==> config.mk <==
export PLATFORM = sky130hd
export DESIGN_NAME = nn_config_loader
export DESIGN_NICKNAME = d
export VERILOG_FILES = /design/src/rtl/nn_config_loader.sv
export SDC_FILE = /design/constraint.sdc
export NUM_CORES = 1
export LEC_CHECK = 0
export CAP_MARGIN = 5
export CORE_MARGIN = 4
export CORE_UTILIZATION = 45
export DETAILED_ROUTE_END_ITERATION = 8
export GPL_TIMING_DRIVEN = 0
export PLACE_DENSITY = 0.75
export SYNTH_ARGS = -nofsm -noshare
export SYNTH_HDL_FRONTEND = slang
export SYNTH_SLANG_ARGS = --single-unit
==> constraint.sdc <==
create_clock -name clk -period 2.1 [get_ports clk]
set_clock_uncertainty 0.2 [all_clocks]
set_input_delay 0.21 -clock clk [delete_from_list [all_inputs] [get_ports clk]]
set_output_delay 0.21 -clock clk [all_outputs]
set_load 0.1 [all_outputs]
==> src/rtl/nn_config_loader.sv <==
// ============================================================================
//  Module   : nn_config_loader
//  Purpose  : Parses per-neuron configuration packets from a host word stream
//             (layer, neuron, weight count N, N weights, bias) and drives the
//             shared weight/bias configuration bus watched by every neuron.
//             Packets with an illegal weight count are flagged and drained.
//  Ports    : clk, rst            - clock, synchronous active-high reset
//             s_data/s_valid/s_ready - host word stream (ready = cfg_enable & ~rst)
//             cfg_enable          - pause control; low holds all state
//             weightValid/weightValue, biasValid/biasValue - config bus pulses
//             config_layer_num/config_neuron_num - target of current packet
//             busy, pkt_done, pkt_err - packet status
//  Revision : 1.0 - initial release
// ============================================================================
`default_nettype none

module nn_config_loader #(
  parameter int dataWidth  = 16,
  parameter int maxWeights = 784,
  parameter int cntWidth   = 16
) (
  input  logic                 clk,
  input  logic                 rst,
  input  logic [dataWidth-1:0] s_data,
  input  logic                 s_valid,
  output logic                 s_ready,
  input  logic                 cfg_enable,
  output logic                 weightValid,
  output logic [dataWidth-1:0] weightValue,
  output logic                 biasValid,
  output logic [dataWidth-1:0] biasValue,
  output logic [dataWidth-1:0] config_layer_num,
  output logic [dataWidth-1:0] config_neuron_num,
  output logic                 busy,
  output logic                 pkt_done,
  output logic                 pkt_err
);

  // One extra bit so an illegal count plus its bias word never wraps.
  localparam int                   REM_W   = cntWidth + 1;
  localparam logic [dataWidth-1:0] MAX_N   = dataWidth'(maxWeights);
  localparam logic [REM_W-1:0]     REM_ONE = REM_W'(1);

  typedef enum logic [2:0] {
    S_LAYER  = 3'd0,
    S_NEURON = 3'd1,
    S_COUNT  = 3'd2,
    S_WEIGHT = 3'd3,
    S_BIAS   = 3'd4,
    S_DRAIN  = 3'd5
  } state_t;

  state_t               state, state_nx;
  logic [REM_W-1:0]     remaining, remaining_nx;
  logic [dataWidth-1:0] layer_nx, neuron_nx, wval_nx, bval_nx;
  logic                 wv_nx, bv_nx, busy_nx, done_nx, err_nx;
  logic                 accept;

  assign s_ready = cfg_enable & ~rst;
  assign accept  = s_valid & s_ready;

  always_comb begin
    state_nx     = state;
    remaining_nx = remaining;
    layer_nx     = config_layer_num;
    neuron_nx    = config_neuron_num;
    wval_nx      = weightValue;
    bval_nx      = biasValue;
    busy_nx      = busy;
    // Pulse outputs fall back to zero unless this cycle's word raises them.
    wv_nx        = 1'b0;
    bv_nx        = 1'b0;
    done_nx      = 1'b0;
    err_nx       = 1'b0;

    if (accept) begin
      case (state)
        S_LAYER: begin
          layer_nx = s_data;
          busy_nx  = 1'b1;
          state_nx = S_NEURON;
        end
        S_NEURON: begin
          neuron_nx = s_data;
          state_nx  = S_COUNT;
        end
        S_COUNT: begin
          if (s_data == '0) begin
            state_nx = S_BIAS;
          end else if (s_data <= MAX_N) begin
            remaining_nx = REM_W'(s_data);
            state_nx     = S_WEIGHT;
          end else begin
            // Swallow the N weights and the bias of the rejected packet.
            err_nx       = 1'b1;
            remaining_nx = REM_W'(s_data) + REM_ONE;
            state_nx     = S_DRAIN;
          end
        end
        S_WEIGHT: begin
          wv_nx        = 1'b1;
          wval_nx      = s_data;
          remaining_nx = remaining - REM_ONE;
          if (remaining == REM_ONE) begin
            state_nx = S_BIAS;
          end
        end
        S_BIAS: begin
          bv_nx    = 1'b1;
          bval_nx  = s_data;
          done_nx  = 1'b1;
          busy_nx  = 1'b0;
          state_nx = S_LAYER;
        end
        S_DRAIN: begin
          remaining_nx = remaining - REM_ONE;
          if (remaining == REM_ONE) begin
            busy_nx  = 1'b0;
            state_nx = S_LAYER;
          end
        end
        default: begin
          state_nx = S_LAYER;
        end
      endcase
    end
  end

  always_ff @(posedge clk) begin
    if (rst) begin
      state             <= S_LAYER;
      remaining         <= '0;
      config_layer_num  <= '0;
      config_neuron_num <= '0;
      weightValue       <= '0;
      biasValue         <= '0;
      weightValid       <= 1'b0;
      biasValid         <= 1'b0;
      busy              <= 1'b0;
      pkt_done          <= 1'b0;
      pkt_err           <= 1'b0;
    end else begin
      state             <= state_nx;
      remaining         <= remaining_nx;
      config_layer_num  <= layer_nx;
      config_neuron_num <= neuron_nx;
      weightValue       <= wval_nx;
      biasValue         <= bval_nx;
      weightValid       <= wv_nx;
      biasValid         <= bv_nx;
      busy              <= busy_nx;
      pkt_done          <= done_nx;
      pkt_err           <= err_nx;
    end
  end

endmodule

`default_nettype wire

# --- Word-level counts from Yosys, hierarchy flattened ---
# Cells that the tools add are included.
word_totals:
  ff_bits: 88
  inputBits: 20
  out_inout_bits: 70
  wordCells: 54
op_classes:
  addsub: 2
  order_cmp: 1
  eq_ne: 9
  mux: 13
  bitwise: 5
  reduce_logical: 14
op_table:
  columns: ["op", "count"]
  rows:
  - ["$mux 17", 2]
  - ["$pmux 17 s2", 1]
  - ["$add 16x1->17 const B", 1]
  - ["$eq 17x1->1 const B", 1]
  - ["$sub 17x1->17 const B", 1]
  - ["$le 16x10->1 const B", 1]
  - ["$logic_not 16->1", 1]
  - ["$pmux 3 s5", 1]
  - ["$mux 3", 4]
  - ["$reduce_and 3->1", 3]
  - ["$reduce_and 2->1", 4]
  - ["$eq 3x2->1 const B", 2]
  - ["$eq 3x3->1 const B", 2]
  - ["$ne 2x2->1 const B", 3]
  - ["$mux 1", 4]
  - ["$reduce_or 2->1", 2]
  - ["$reduce_or 4->1", 1]
  - ["$eq 3x1->1 const B", 1]
  - ["$logic_not 3->1", 1]
  - ["$not 1->1", 3]
  - ["$pmux 1 s3", 1]
  - ["$reduce_bool 3->1", 1]
  - ["$and 1x1->1", 2]
  - ["$reduce_bool 2->1", 1]

# --- Longest topological paths before layout ---
depth:
  ltp_word: 5
  ltp_mapped: 9
  ltp_nobuf: 7

# --- Worst setup path before layout ---
# Ideal clock, no wire load.
synth_timing:
  path_kind: "in2reg"
  startpoint: "in s_data[1]"
  endpoint: "reg remaining[9]"
  setup_ns: 0.070
  arrival_time_ns: 1.906
  required_ns: 1.830
  slack_ns: -0.076
  cell_stages: 8
  path_buffers: 1
  path_cell_list: "clkbuf_1 > inv_1 > ha_1 > nor3b_1 > o22a_1 > a2111oi_0 > mux2_2 > a21oi_1"
synth_between:
  elab_chain_len: 4
  word_cells_on_any_way: 8
  cone_classes: "1 x add/sub; 1 x order compare; 1 x eq/ne; 3 x mux; 2 x reduce/logical"
synth_lines:
  columns: ["element", "line_no", "rtl"]
  rows:
  - ["start, declared", "24", "input logic [dataWidth-1:0] s_data,"]
  - ["$add 16x1->17 / $le 16x10->1 (equally long branches)", "96, 90", null]
  - ["$mux 17", "90", "end else if (s_data <= MAX_N) begin"]
  - ["$mux 17", "88", "if (s_data == '0) begin"]
  - ["$pmux 17 s2", "77", "case (state)"]
  - ["end signal, assigned", "144", "remaining <= remaining_nx;"]
  - ["end, declared", "54", "logic [REM_W-1:0] remaining, remaining_nx;"]
# Parallel ways exist; a longest one is shown, timed or not. The select of a mux whose other input is x is not followed.
# A chain may end at the register's enable or synchronous reset.

# --- Worst setup path after layout ---
# Same ends and word-level chain as after synthesis.

==> out/metrics.cfg <==
[outcome]
status=complete, no violations

[placement]
placed_cells_incl_taps=743
gp_routability_congestion=0.872
place.detailed.hpwl_mm=9.72
dp_worst_setup_slack_ps=-961
port-buffer-count=79

[clock_tree]
max-clock-path-buffers=2
clkTransAtPathRegs_ps=100
root_buffer=clkbuf_8
worstSkewPairLatency_ps=360
cts_tree=built
clock_tree.htree_level_count=3
tritoncts_num_sinks=88
cts_buffers=9

[power]
seq_power_share_pct=49.8
clock_power_share_pct=37.2
power.net_switching_mw=0.992
power.share.switching_pct=29.1
fin_total_pwr_mw=3.40
leakagePower_nw=2.36
intPower_mw=2.41
p_comb_share_pct=13.0
power.ir.vdd_worst_v=0.000357
pwrdens_mw_per_mm2=584

[grt]
globalRoute.totalOverflow=0
first_global_vias=4036
groute.usage.overall_pct=24.4
number_of_antenna_violations_at_the_first_check_in_global_routing=0
largest_net_degree_at_the_start_of_global_routing=18
grt_first_pass_wirelength_mm=21.5

[final_layout]
filler_cell_count=811
drive_gt1_share_pct=17.5
antenna_cells=0
design.final.nets=693
layout.core_utilization_pct=63.3
area.growth.synth_to_final_pct=37.0
post_layout_nonfiller_instances=785
regArea_sq_mm=0.00176
area_of_combinational_cells_with_multiple_inputs_sq_mm=0.00242

[die]
initial_utilization_pct=46.2
design.portCount=90
die_w_um=105
fp-row-count=35
die-height_um=105
core_area_sq_mm=0.00920
die-area_sq_mm=0.0111

[synthesis]
synth.avg_cell_area_sq_um=7.68
synth_warnings=0
mappedNetlistNets=577
synth_sequential_area_ratio_pct=41.5
distinct_cell_type_count_after_synthesis=65
synth-edff-count=0
post_synth_instance_area_sq_mm=0.00425
ys_seq_elements=88
asyncSetResetFlopFracSynth_pct=0
synthesized_instance_count=553
dominantRegCellSynth=dfxtp_1

[critical_path]
crit_path_cell_trace=dlygate4sd2_1, clkbuf_8, inv_1, ha_1, nor3b_4, o22a_4, a2111oi_4, mux2_2, a21oi_1
arrival_ps=2150
cpPeakStageDelay_ps=390
critical_path.endpoint_type=flop
worstPathMaxFanout=6
worst_ep_required_time_ps=2190
cp-start-kind=input pin
cell_with_the_largest_stage_delay_on_the_worst_path=mux2_2
type_of_the_setup_path_with_the_least_slack=in2reg

[routing]
detailedRoute.firstPassIterationCount=5
count_of_routing_violations_after_the_opening_detailed_route_iteration=253
detail_route.vias_per_cell=5.78
via_count=4534
routed_wirelength_mm=14.0
wire_per_inst_um=17.8
drc=0
antenna_left=0

[job]
max-cap-violations=0

[timing]
rsz_0062_raised_after_global_routing=yes
finalCritPeriodShare_pct=98.2
setup-tns-final_ps=0
timing.fmax_mhz=485
final_critical_path_setup_slack_ps=37.4
finalSetupViolCount=0
hold_viol=0
tightest_slew_ps=998
maxSlewHeadroom_pct=33.7
maxSlewViolCount=0
final.min_clock_period_ps=2060

[min_path]
hp-class=in2reg

what timing repair did:
item | CTS | global route
buffers inserted | 7 | 12
setup endpoints to repair | 109 | 71
gates resized for setup | 101 | 52
pin swaps | 5 | 6
endpoints found under the hold margin | 14 | 1
gates cloned | 1 | 1
hold buffers | 6 | 3
area by class of cell:
type	count	area share, %
buffer	46	4.86
clock buffer	10	2.36
clock inverter	6	1.38
inverter	15	1.01
multi-input combinational	400	41.5
sequential	88	30.3
tap	111	2.39
timing repair buffer	109	16.2
cell families (layout without fill, tap and decap cells):
kind of cell	count (synthesis)	after routing	share of synthesized area [%]
simple gates	234	234	25.9
compound gates	148	148	21.6
flops	88	88	41.5
buf+inv	65	186	6.68
xor+xnor	8	8	1.65
mux	6	6	1.56
fa+ha+maj	4	4	1.18
critical path: cells and delay by family:
kind | cells | cell delay (ps)
multiplexers | 1 | 390
AND/OR/NAND/NOR | 1 | 160
adder cells (fa/ha/maj) | 1 | 170
buffers and inverters | 3 | 430
AO/OA/AOI/OAI | 3 | 780
synth_stat cells (2+ instances only):
library cell  number  area share, %
nand2_1          145             13
dfxtp_1           88             41
a21oi_1           81            9.5
buf_2             25            2.9
clkbuf_1          22            1.9
nor2_1            17            1.5
nand3_1           14            1.6
o21ai_0           13            1.5
inv_1             12            1.1
nor3_1            11            1.3
a31oi_1           10            1.5
nand4_1           10            1.5
a211o_1            5            1.0
mux2_2             5            1.3
xor2_1             5            1.0
a211oi_1           4           0.71
and3_1             4           0.59
ha_1               4            1.2
nand3b_1           4           0.71
nor4_1             4           0.59
o32ai_1            4           0.82
nor3b_1            3           0.53
o211ai_1           3           0.53
o31a_1             3           0.62
or4_1              3           0.53
xnor2_1            3           0.62
a21o_1             2           0.35
a311oi_1           2           0.41
a32o_1             2           0.47
and2_1             2           0.29
buf_4              2           0.35
inv_2              2           0.18
nand2b_1           2           0.29
nor2b_1            2           0.29
nor3_2             2           0.47
nor4_2             2           0.59
o21ai_1            2           0.24
or3_1              2           0.29
through the flow:
stage | hold slack, ps | area [sq um]
6_report | 6.41 | 5820
4_1_cts | 3.13 | 5550
3_3_place_gp | 242 | 5180
3_5_place_dp | 245 | 5180
5_1_grt | 10.9 | 5820
2_1_floorplan | 146 | 4250
state kept, by name, summed over array words and instances, names as in the netlist, 3 cells and up:
signal             count
biasValue             16
config_layer_num      16
config_neuron_num     16
remaining             17
state                  3
weightValue           16
cell usage in the layout, fill, tap and decap left out, drive strengths merged, types with 4 or more instances in the layout:
cell,instances
a211o,5
a211oi,4
a21oi,81
a31oi,10
and3,5
buf,47
clkbuf,31
clkdlybuf4s50,7
clkinv,5
dfxtp,88
dlygate4sd2,70
dlygate4sd3,9
ha,4
inv,14
mux2,5
nand2,145
nand3,14
nand3b,5
nand4,10
nor2,17
nor3,13
nor4,7
o21ai,16
o32ai,4
xor2,5
worst paths after layout:
path	depth (start not counted)	start	end	slack, ps
setup / recovery	9	s_data[1]	remaining[9]	40
hold / removal	3	s_data[6]	config_neuron_num[6]	6
setup reg to reg	6	state[1]	remaining[3]	100
hold reg to reg	2	biasValue[7]	biasValue[7]	250
power by group through the flow:
| stage | Sequential [mW] | Clock [mW] | Combinational, mW |
|---|---|---|---|
| final | 1.70 | 1.27 | 0.443 |
| after CTS | 1.69 | 1.27 | 0.406 |
| after global routing | 1.70 | 1.35 | 0.465 |
| after global placement | 1.73 | 0 | 0.379 |
| after floorplan | 1.84 | 0 | 0.159 |
| after detailed placement | 1.73 | 0 | 0.383 |
layer usage:
layer | global-route usage [%] | wire, um | vias up
li1 | - | - | 2163
met1 | 34.1 | 6190 | 2132
met2 | 37.4 | 6450 | 197
met3 | 3.46 | 915 | 42
met4 | 10.3 | 449 | 0
met5 | 0 | 0 | -
Power figures use the tool's default switching activity.
